**src/rtl/variable_pkg.sv**
```systemverilog
// -----------------------------------------------------------------------------
// variable_pkg
// Shared game constants and types.
//   PLAYER_1 / PLAYER_2 : encodings of the active-player flag (turn)
//   MIN_SPEED/MAX_SPEED : launch speed range produced by the charge meter
//   Y_ON_MAX            : largest on-screen projectile y (pixels)
//   throw_state_t       : launch controller states
// -----------------------------------------------------------------------------
package variable_pkg;

   localparam logic PLAYER_1 = 1'b0;
   localparam logic PLAYER_2 = 1'b1;

   localparam logic [4:0] MIN_SPEED = 5'd4;
   localparam logic [4:0] MAX_SPEED = 5'd31;

   localparam logic [11:0] Y_ON_MAX = 12'd767;

   typedef enum logic [2:0] {
      IDLE   = 3'd0,
      CHARGE = 3'd1,
      LAUNCH = 3'd2,
      FLIGHT = 3'd3,
      SETTLE = 3'd4
   } throw_state_t;

endpackage

```
**src/rtl/throw_ctl_btn_sync.sv**
```systemverilog
// -----------------------------------------------------------------------------
// btn_sync
// Two-flop synchronizer for an asynchronous button level, followed by an
// edge register producing one-cycle rise/fall pulses.
//   clk   in  system clock
//   rst   in  asynchronous active-high reset
//   btn   in  raw button level (asynchronous)
//   rise  out one-cycle pulse on a synchronized 0->1 transition
//   fall  out one-cycle pulse on a synchronized 1->0 transition
// A pin change becomes visible on rise/fall 2-3 cycles later. A pulse that
// starts and ends between two clock edges is never sampled, so it yields
// no edge.
// -----------------------------------------------------------------------------
module btn_sync
   import variable_pkg::*;
(
   input  logic clk,
   input  logic rst,
   input  logic btn,
   output logic rise,
   output logic fall
);

   logic r_meta;
   logic r_sync;
   logic r_prev;
   logic r_rise;
   logic r_fall;

   always_ff @(posedge clk or posedge rst) begin
      if (rst) begin
         r_meta <= 1'b0;
         r_sync <= 1'b0;
         r_prev <= 1'b0;
         r_rise <= 1'b0;
         r_fall <= 1'b0;
      end else begin
         r_meta <= btn;
         r_sync <= r_meta;
         r_prev <= r_sync;
         r_rise <= r_sync & ~r_prev;
         r_fall <= ~r_sync & r_prev;
      end
   end

   assign rise = r_rise;
   assign fall = r_fall;

endmodule

```
**src/rtl/throw_ctl.sv**
```systemverilog
// -----------------------------------------------------------------------------
// throw_ctl
// Player-side launch controller feeding the projectile simulator.
// Charges launch power while fire is held, emits a one-cycle throw_flag with
// the latched speed on release, generates the vertical trajectory during
// flight in step with the simulator's x stepping, and hands the turn over
// when the simulator reports end_throw.
//   clk60MHz      in   system clock
//   rst           in   asynchronous active-high reset
//   btn_fire      in   raw fire button level
//   end_throw     in   one-cycle pulse: throw resolved (honoured in FLIGHT only)
//   throw_flag    out  one-cycle launch pulse
//   speed         out  launch speed, frozen from throw_flag until end_throw
//   ypos_prebuff  out  projectile y in pixels (Y_OFF when not in flight)
//   turn          out  active player
//   charging      out  high while charging
// -----------------------------------------------------------------------------
module throw_ctl
   import variable_pkg::*;
#(
   parameter int TICK_PERIOD   = 100001,
   parameter int CHARGE_DIV    = 6_000_000,
   parameter int SETTLE_CYCLES = 30_000_000,
   parameter int Y_START       = 300,
   parameter int Y_OFF         = 768
)(
   input  logic        clk60MHz,
   input  logic        rst,
   input  logic        btn_fire,
   input  logic        end_throw,
   output logic        throw_flag,
   output logic [4:0]  speed,
   output logic [11:0] ypos_prebuff,
   output logic        turn,
   output logic        charging
);

   localparam int TW = $clog2(TICK_PERIOD + 1);
   localparam int CW = $clog2(CHARGE_DIV + 1);
   localparam int SW = $clog2(SETTLE_CYCLES + 1);

   localparam logic [TW-1:0] TICK_LAST   = TW'(TICK_PERIOD - 1);
   localparam logic [CW-1:0] CHARGE_LAST = CW'(CHARGE_DIV - 1);
   localparam logic [SW-1:0] SETTLE_LAST = SW'(SETTLE_CYCLES - 1);
   localparam logic [11:0]   Y_START_12  = 12'(Y_START);
   localparam logic [11:0]   Y_OFF_12    = 12'(Y_OFF);

   throw_state_t r_state;
   throw_state_t w_state_next;

   logic              w_rise;
   logic              w_fall;
   logic [4:0]        r_speed;
   logic [CW-1:0]     r_charge_cnt;
   logic [TW-1:0]     r_tick_cnt;
   logic [SW-1:0]     r_settle_cnt;
   logic [11:0]       r_ypos;
   logic signed [6:0] r_vy;
   logic              r_turn;

   logic              w_throw_flag;
   logic              w_charging;
   logic              w_tick;
   logic signed [12:0] w_y_sum;
   logic [11:0]       w_y_clamped;
   logic signed [6:0] w_vy_inc;
   logic signed [6:0] w_vy_launch;

   btn_sync u_btn_sync (
      .clk  (clk60MHz),
      .rst  (rst),
      .btn  (btn_fire),
      .rise (w_rise),
      .fall (w_fall)
   );

   // ---------------- FSM ----------------
   always_ff @(posedge clk60MHz or posedge rst) begin
      if (rst) r_state <= IDLE;
      else     r_state <= w_state_next;
   end

   always_comb begin
      w_state_next = r_state;
      w_throw_flag = 1'b0;
      w_charging   = 1'b0;
      case (r_state)
         IDLE:   if (w_rise) w_state_next = CHARGE;
         CHARGE: begin
            w_charging = 1'b1;
            if (w_fall) w_state_next = LAUNCH;
         end
         LAUNCH: begin
            w_throw_flag = 1'b1;
            w_state_next = FLIGHT;
         end
         FLIGHT: if (end_throw) w_state_next = SETTLE;
         // Only a fresh rise in IDLE starts a charge, so a button held
         // through SETTLE never auto-fires.
         SETTLE: if (r_settle_cnt == SETTLE_LAST) w_state_next = IDLE;
         default: w_state_next = IDLE;
      endcase
   end

   // ---------------- trajectory arithmetic ----------------
   assign w_tick      = (r_tick_cnt == TICK_LAST);
   assign w_y_sum     = $signed({1'b0, r_ypos}) + 13'(r_vy);
   assign w_vy_inc    = (r_vy == 7'sd63) ? 7'sd63 : r_vy + 7'sd1;
   assign w_vy_launch = -$signed({2'b00, r_speed});

   always_comb begin
      w_y_clamped = w_y_sum[11:0];
      if (w_y_sum < 13'sd0)
         w_y_clamped = 12'd0;
      else if (w_y_sum > $signed({1'b0, Y_ON_MAX}))
         w_y_clamped = Y_ON_MAX;
   end

   // ---------------- datapath ----------------
   always_ff @(posedge clk60MHz or posedge rst) begin
      if (rst) begin
         r_speed      <= MIN_SPEED;
         r_charge_cnt <= '0;
         r_tick_cnt   <= '0;
         r_settle_cnt <= '0;
         r_ypos       <= Y_OFF_12;
         r_vy         <= '0;
         r_turn       <= PLAYER_1;
      end else begin
         case (r_state)
            IDLE: begin
               if (w_rise) begin
                  r_speed      <= MIN_SPEED;
                  r_charge_cnt <= '0;
               end
            end
            CHARGE: begin
               if (r_charge_cnt == CHARGE_LAST) begin
                  r_charge_cnt <= '0;
                  if (r_speed != MAX_SPEED) r_speed <= r_speed + 5'd1;
               end else begin
                  r_charge_cnt <= r_charge_cnt + 1'b1;
               end
               // Load the launch height as LAUNCH is entered so it is
               // already valid while throw_flag is high.
               if (w_fall) r_ypos <= Y_START_12;
            end
            LAUNCH: begin
               r_vy         <= w_vy_launch;
               r_tick_cnt   <= '0;
               r_settle_cnt <= '0;
            end
            FLIGHT: begin
               // end_throw wins over a coincident step.
               if (end_throw) begin
                  r_ypos     <= Y_OFF_12;
                  r_turn     <= (r_turn == PLAYER_1) ? PLAYER_2 : PLAYER_1;
                  r_tick_cnt <= '0;
               end else if (w_tick) begin
                  r_tick_cnt <= '0;
                  r_ypos     <= w_y_clamped;
                  r_vy       <= w_vy_inc;
               end else begin
                  r_tick_cnt <= r_tick_cnt + 1'b1;
               end
            end
            SETTLE: r_settle_cnt <= r_settle_cnt + 1'b1;
            default: ;
         endcase
      end
   end

   assign throw_flag   = w_throw_flag;
   assign charging     = w_charging;
   assign speed        = r_speed;
   assign ypos_prebuff = r_ypos;
   assign turn         = r_turn;

endmodule

```
**config.mk**
```make
export PLATFORM = sky130hd
export DESIGN_NAME = throw_ctl
export DESIGN_NICKNAME = d
export VERILOG_FILES = /design/src/rtl/variable_pkg.sv /design/src/rtl/throw_ctl_btn_sync.sv /design/src/rtl/throw_ctl.sv
export SDC_FILE = /design/constraint.sdc
export NUM_CORES = 1
export LEC_CHECK = 0
export ABC_AREA = 1
export ABC_CLOCK_PERIOD_IN_PS = 5100
export BUFFER_PORTS_ARGS = -buffer_cell sky130_fd_sc_hd__clkbuf_2
export CORE_MARGIN = 1
export CORE_UTILIZATION = 40
export DETAILED_ROUTE_END_ITERATION = 10
export SLEW_MARGIN = 25
export SYNTH_ARGS = -nofsm -noshare
export SYNTH_HDL_FRONTEND = slang
export SYNTH_SLANG_ARGS = --single-unit
```
**constraint.sdc**
```tcl
create_clock -name clk60MHz -period 5.1 [get_ports clk60MHz]
set_clock_uncertainty 0.2 [all_clocks]
set_input_delay 0.51 -clock clk60MHz [delete_from_list [all_inputs] [get_ports clk60MHz]]
set_output_delay 0.51 -clock clk60MHz [all_outputs]
set_load 0.01 [all_outputs]
```
After elaboration in Yosys (flattened, before gate mapping)
Index checks and enable logic that the tools add are counted.
{"block": "word_totals", "ff_bits": 98, "out_inout_bits": 20, "input_bits": 4, "word_cells": 84}
{"block": "op_classes", "n_mux": 29, "reduce_logical": 11, "n_eq_ne": 18, "bitwise_logic": 4, "magnitude_cmp": 2, "addsub": 7}
{"operator": "12-bit 2-to-1 mux", "count": 5}
{"operator": "25-bit one-hot mux with 2 select lines", "count": 1}
{"operator": "23-bit 2-to-1 mux", "count": 2}
{"operator": "23-bit one-hot mux with 2 select lines", "count": 1}
{"operator": "17-bit 2-to-1 mux", "count": 2}
{"operator": "17-bit one-hot mux with 2 select lines", "count": 1}
{"operator": "25-bit by 1-bit adder with 25-bit output (second input constant)", "count": 1}
{"operator": "25-bit equality test (second input constant)", "count": 1}
{"operator": "12-bit one-hot mux with 2 select lines", "count": 1}
{"operator": "23-bit by 1-bit adder with 23-bit output (second input constant)", "count": 1}
{"operator": "23-bit equality test (second input constant)", "count": 1}
{"operator": "7-bit 2-to-1 mux", "count": 3}
{"operator": "17-bit by 1-bit adder with 17-bit output (second input constant)", "count": 1}
{"operator": "17-bit equality test (second input constant)", "count": 1}
{"operator": "5-bit 2-to-1 mux", "count": 3}
{"operator": "3-bit one-hot mux with 5 select lines", "count": 1}
{"operator": "7-bit one-hot mux with 2 select lines", "count": 1}
{"operator": "13-bit by 7-bit adder with 13-bit output", "count": 1}
{"operator": "13-bit by 11-bit > comparator with 1-bit output (second input constant)", "count": 1}
{"operator": "13-bit by 1-bit < comparator with 1-bit output (second input constant)", "count": 1}
{"operator": "3-bit 2-to-1 mux", "count": 4}
{"operator": "2-bit != test (second input constant)", "count": 6}
{"operator": "5-bit one-hot mux with 2 select lines", "count": 1}
{"operator": "4-bit AND reduction", "count": 2}
{"operator": "other kinds (17)", "count": 28}

Depth between registers and ports, before layout
{"block": "depth", "depth_word": 7, "depth_mapped": 16, "mapped_depth_nobuf": 16}

Hierarchy
From an unflattened synthesis, not the netlist that was laid out.
{"block": "unflattened", "hier_cells": 772, "area_unflattened_um2": 5940.7}
{"module": "throw_ctl", "n_inst": 1, "seq_area_each_um2": 2331.0, "area_each_um2": 5796.8, "cells_per_inst": 762}
{"module": "btn_sync", "n_inst": 1, "seq_area_each_um2": 125.1, "area_each_um2": 143.9, "cells_per_inst": 10}

Worst setup path after synthesis
Ideal clock, no wire load.
{"block": "synth_path", "kind": "register to register", "start": "register r_ypos[0] (netlist: ypos_prebuff[0])", "end": "register r_ypos[0] (netlist: ypos_prebuff[0])", "required_ns": 4.817, "arrival_time_ns": 2.057, "setup_time_ns": 0.083, "period_less_slack_ns": 2.340, "path_slack_ns": 2.760, "stages_incl_launch_ff": 17, "n_path_buf": 0, "cell_sequence": "dfrtp_1 > ha_1 > inv_1 > fa_1 > inv_1 > nand2_1 > nand2_1 > nand3_1 > nand2_1 > nand2_1 > nand2_1 > nand2_1 > nand2_1 > nand2_1 > nor2_1 > o21ai_0 > o21ai_0"}
{"block": "synth_via", "elab_chain_len": 7, "word_cells_on_any_way": 8, "classes_between": "1 x add/sub; 2 x order compare; 5 x mux"}
{"item": "start, declared", "line_no": "throw_ctl.sv:57", "text": "logic [11:0] r_ypos;"}
{"item": "start signal, assigned", "line_no": "throw_ctl.sv:161", "text": "r_ypos <= w_y_clamped;"}
{"item": "13-bit by 7-bit adder with 13-bit output *", "line_no": "throw_ctl.sv:107", "text": "assign w_y_sum = $signed({1'b0, r_ypos}) + 13'(r_vy);"}
{"item": "13-bit by 11-bit > comparator with 1-bit output", "line_no": "throw_ctl.sv:115", "text": "else if (w_y_sum > $signed({1'b0, Y_ON_MAX}))"}
{"item": "12-bit 2-to-1 mux", "line_no": "throw_ctl.sv:115"}
{"item": "12-bit 2-to-1 mux *", "line_no": "throw_ctl.sv:113", "text": "if (w_y_sum < 13'sd0)"}
{"item": "12-bit 2-to-1 mux *", "line_no": "throw_ctl.sv:159", "text": "end else if (w_tick) begin"}
{"item": "12-bit 2-to-1 mux *", "line_no": "throw_ctl.sv:155", "text": "if (end_throw) begin"}
{"item": "12-bit one-hot mux with 2 select lines *", "line_no": "throw_ctl.sv:130", "text": "case (r_state)"}
Mark *: on every way between the ends. The rest lies on a longest branch, timed or not. The select of a mux whose other input is x is not followed.
A chain may end at the register's enable or synchronous reset.

Worst setup path in the final report
{"block": "layout_path", "start": "register r_vy[0]", "end": "register r_ypos[0] (netlist: ypos_prebuff[0])"}
{"block": "layout_via", "elab_chain_len": 7, "word_cells_on_any_way": 8, "classes_between": "1 x add/sub; 2 x order compare; 5 x mux"}
{"item": "start, declared", "line_no": "throw_ctl.sv:58", "text": "logic signed [6:0] r_vy;"}
{"item": "start signal, assigned", "line_no": "throw_ctl.sv:149", "text": "r_vy <= w_vy_launch;"}
{"item": "start signal, assigned", "line_no": "throw_ctl.sv:162", "text": "r_vy <= w_vy_inc;"}
{"item": "13-bit by 7-bit adder with 13-bit output *", "line_no": "throw_ctl.sv:107"}
{"item": "13-bit by 11-bit > comparator with 1-bit output", "line_no": "throw_ctl.sv:115"}
{"item": "12-bit 2-to-1 mux", "line_no": "throw_ctl.sv:115"}
{"item": "12-bit 2-to-1 mux *", "line_no": "throw_ctl.sv:113"}
{"item": "12-bit 2-to-1 mux *", "line_no": "throw_ctl.sv:159"}
{"item": "12-bit 2-to-1 mux *", "line_no": "throw_ctl.sv:155"}
{"item": "12-bit one-hot mux with 2 select lines *", "line_no": "throw_ctl.sv:130"}
Marks and branches as above.

==> run summary <==
Status - complete, no violations
Hold endpoint - u_btn_sync.r_meta
R2R cell count - 16
Routed Antenna Nets - 0
Hold Vio Cnt, Final - 0
Later-pin clock latency in the skew report - 0.34 ns
Reg2reg end - ypos_prebuff[0]
Pwr dens - 477 mW/mm^2
Drt wl/cell - 12.5 um
Fillers - 1469
Drt drc - 0
Share of layout cells above drive strength 1 - 8.32%
Layout area overhead - 10.3%
Post-CTS Setup Inserts - 0
Most frequent cells in the layout - 168 x nand2_1, 122 x inv_1, 95 x dfrtp_1
Flop-to-flop setup slack - 2.42 ns
Yosys warns - 0
Chip width - 123 um
Worst-path cell chain - ha_1, inv_1, fa_1, inv_1, nand2_1, nand2_1, nand3_1, nand2_1, nand2_1, nand2_1, nand2_1, nand2_1, nand2_1, nor2_1, o21ai_0, o21ai_0
Yosys top cell area share - 40.3%
Post-CTS Resized - 0
Initial antenna violation count - 0
Crit end category - flop
Max Freq - 0.374 GHz
CP Class - flop to flop
Total grt overflow - 0
Syn_area_per_cell - 7.54 um^2
1st-pass router iterations - 5
Via Count - 4975
Crit Path Max Fanout - 5
Placed cells - 985
Slowest stage delay, CP - 0.40 ns
CTS Buffer Depth - 2
Largest net degree at the start of global routing - 64
Crit path DAT - 2.73 ns
Post-Syn Nets - 808
Starting DRC count in detailed routing - 277
Top cells by area, synth - dfrtp_1 40%, nand2_1 11%, inv_1 7.8%
Critical Path Most Common Cell - nand2_1
Worst hold start - btn_fire
Synth Cell Area - 0.00590 mm^2
Reg-to-Reg Start - r_vy[0]
Library cells used by synthesis - 46
Crit-path slowest cell - dfrtp_1
Most common cell after layout, fill and taps aside - nand2_1
Slew HR - 42.7%
Hpwl dp - 9.28 mm
Multi-input gate area - 0.00292 mm^2
CTS clk-pin slew, worst paths - 0.07 ns
TritonCTS Buffers - 9
Antenna diodes - 0
Fin crit period - 2.68 ns
Leakage - 3.01 nW
DRT Wirelength - 12.5 mm
Vias in the first global route - 4708
Die H - 123 um
Synthesized instance count - 783
Core ar. - 0.0145 mm^2
Hold_ws - 0.0756 ns
Setup TNS Final - 0 ns
Ys flop type - dfrtp_1
Seq/Total Area, Yosys - 41.6%
#FFs+latches synth - 98
PortBufs - 23
Worst Hold Class - input pin to flop
# setup viols final - 0
Clock Sinks - 98
First-pass GRT wire length - 21.7 mm
Post-synth EDFFs - 0
Worst Max-Slew Pin Slew - 0.860 ns
Startpoint types - flop
Vias/cell - 4.97
# rows - 44
Cell taking the most area after synthesis - dfrtp_1
GPL Wtd Cong - 0.880
Pins over their slew limit - 0
Max Cap Viol - 0
Async SR Flop Fraction - 100%
Required time of the critical path - 5.15 ns
Initial core utilization - 40.8%
FF/Latch Area - 0.00246 mm^2
Clk root buf - clkbuf_16
H-tree levels - 3
CTS tree - built
IR drop worst, VDD - 0.000193 V
Gr usage total - 17.9%
Hold buffers post-CTS - 0
Finished Layout Cells - 1001
Final net count - 837
Final period util - 52.5%
Hold Path Depth - 1
RSZ-0062 raised after global routing - no
Ports - 24
Die Area - 0.0152 mm^2
## critical path: cells and delay by family, from the launching register on
kind | cells | cell delay (ns)
simple gates | 10 | 0.95
fa+ha+maj | 2 | 0.63
flops | 1 | 0.40
compound gates | 2 | 0.25
buf+inv | 2 | 0.16
## worst max path at each step
stage | start | endpoint | slack, ns
after floorplan | rst | r_charge_cnt[0] | 1.83
after global placement | r_vy[0] | ypos_prebuff[0] | 2.51
after detailed placement | r_vy[0] | ypos_prebuff[0] | 2.44
after CTS | r_vy[0] | ypos_prebuff[0] | 2.42
after global routing | r_vy[0] | ypos_prebuff[0] | 2.12
final | r_vy[0] | ypos_prebuff[0] | 2.42
## kinds of logic after synthesis
group | share of synthesized area [%]
AOI/OAI and AO/OA | 12.1
xor gates and xnor gates | 4.30
adders and majority gates | 4.58
DFF | 41.6
buffers and inverters | 8.86
and+or+nand+nor | 28.1
muxes | 0.339
## final cells by class
| cell class | count | area share, % |
|---|---|---|
| flip-flops and latches | 98 | 37.7 |
| inverters | 128 | 7.46 |
| clock inverters | 3 | 0.365 |
| well taps | 184 | 3.54 |
| multi-input cells | 550 | 44.9 |
| repair buffers | 25 | 2.00 |
| clock buffers | 13 | 4.00 |
## sequential cells by signal, summed over array words and instances (netlist names)
name and count:
r_charge_cnt 23, r_settle_cnt 25, r_state 3, r_tick_cnt 17, r_vy 7, speed 5, turn 1, u_btn_sync.fall 1
u_btn_sync.r_meta 1, u_btn_sync.r_prev 1, u_btn_sync.r_sync 1, u_btn_sync.rise 1, ypos_prebuff 12
## Yosys cell counts, types with 2 or more instances
| master | count |
|---|---|
| nand3_1 | 53 |
| nor4_1 | 3 |
| inv_1 | 123 |
| o221ai_1 | 2 |
| dfstp_2 | 3 |
| inv_2 | 4 |
| o21a_1 | 2 |
| buf_2 | 2 |
| nor3_1 | 17 |
| xor2_1 | 21 |
| a22oi_1 | 2 |
| dfrtp_1 | 95 |
| o22ai_1 | 18 |
| clkbuf_1 | 3 |
| a21oi_1 | 30 |
| nand4_1 | 22 |
| or2_2 | 3 |
| xnor2_1 | 8 |
| nand2_1 | 168 |
| o21ai_0 | 57 |
| nor3_4 | 3 |
| nor2_2 | 4 |
| a22o_1 | 2 |
| ha_1 | 20 |
| o31ai_1 | 2 |
| nand2_2 | 2 |
| mux2i_1 | 2 |
| nor3_2 | 2 |
| nand3b_1 | 2 |
| a31oi_1 | 3 |
| nor2_1 | 90 |
## routing by layer
layer	vias up	track usage [%]	share of wire [%]
li1	2620	-	-
met1	2274	25.3	51
met2	72	28.6	46
met3	9	1.66	2.2
met4	0	6.70	1.0
met5	-	0	0
## power breakdown
| group | total [mW] | switching [mW] | internal (mW) | leakage (nW) |
|---|---|---|---|---|
| registers | 1.02 | 0.127 | 0.890 | 1.30 |
| logic | 1.44 | 0.963 | 0.475 | 1.57 |
| clock network | 0.646 | 0.287 | 0.359 | 0.132 |
| total | 3.10 | 1.38 | 1.72 | 3.01 |
## stage by stage
stage                     area (um^2)  total power [mW]  util [%]  worst slack (ns)
after global placement           6220              2.49      43.0              2.51
after global routing             6510              3.38      44.9              2.12
final                            6510              3.10      44.9              2.42
after CTS                        6510              3.13      44.9              2.42
after detailed placement         6220              2.47      43.0              2.44
after floorplan                  5900              2.11         -              1.83
(Power assumes the default switching activity.)
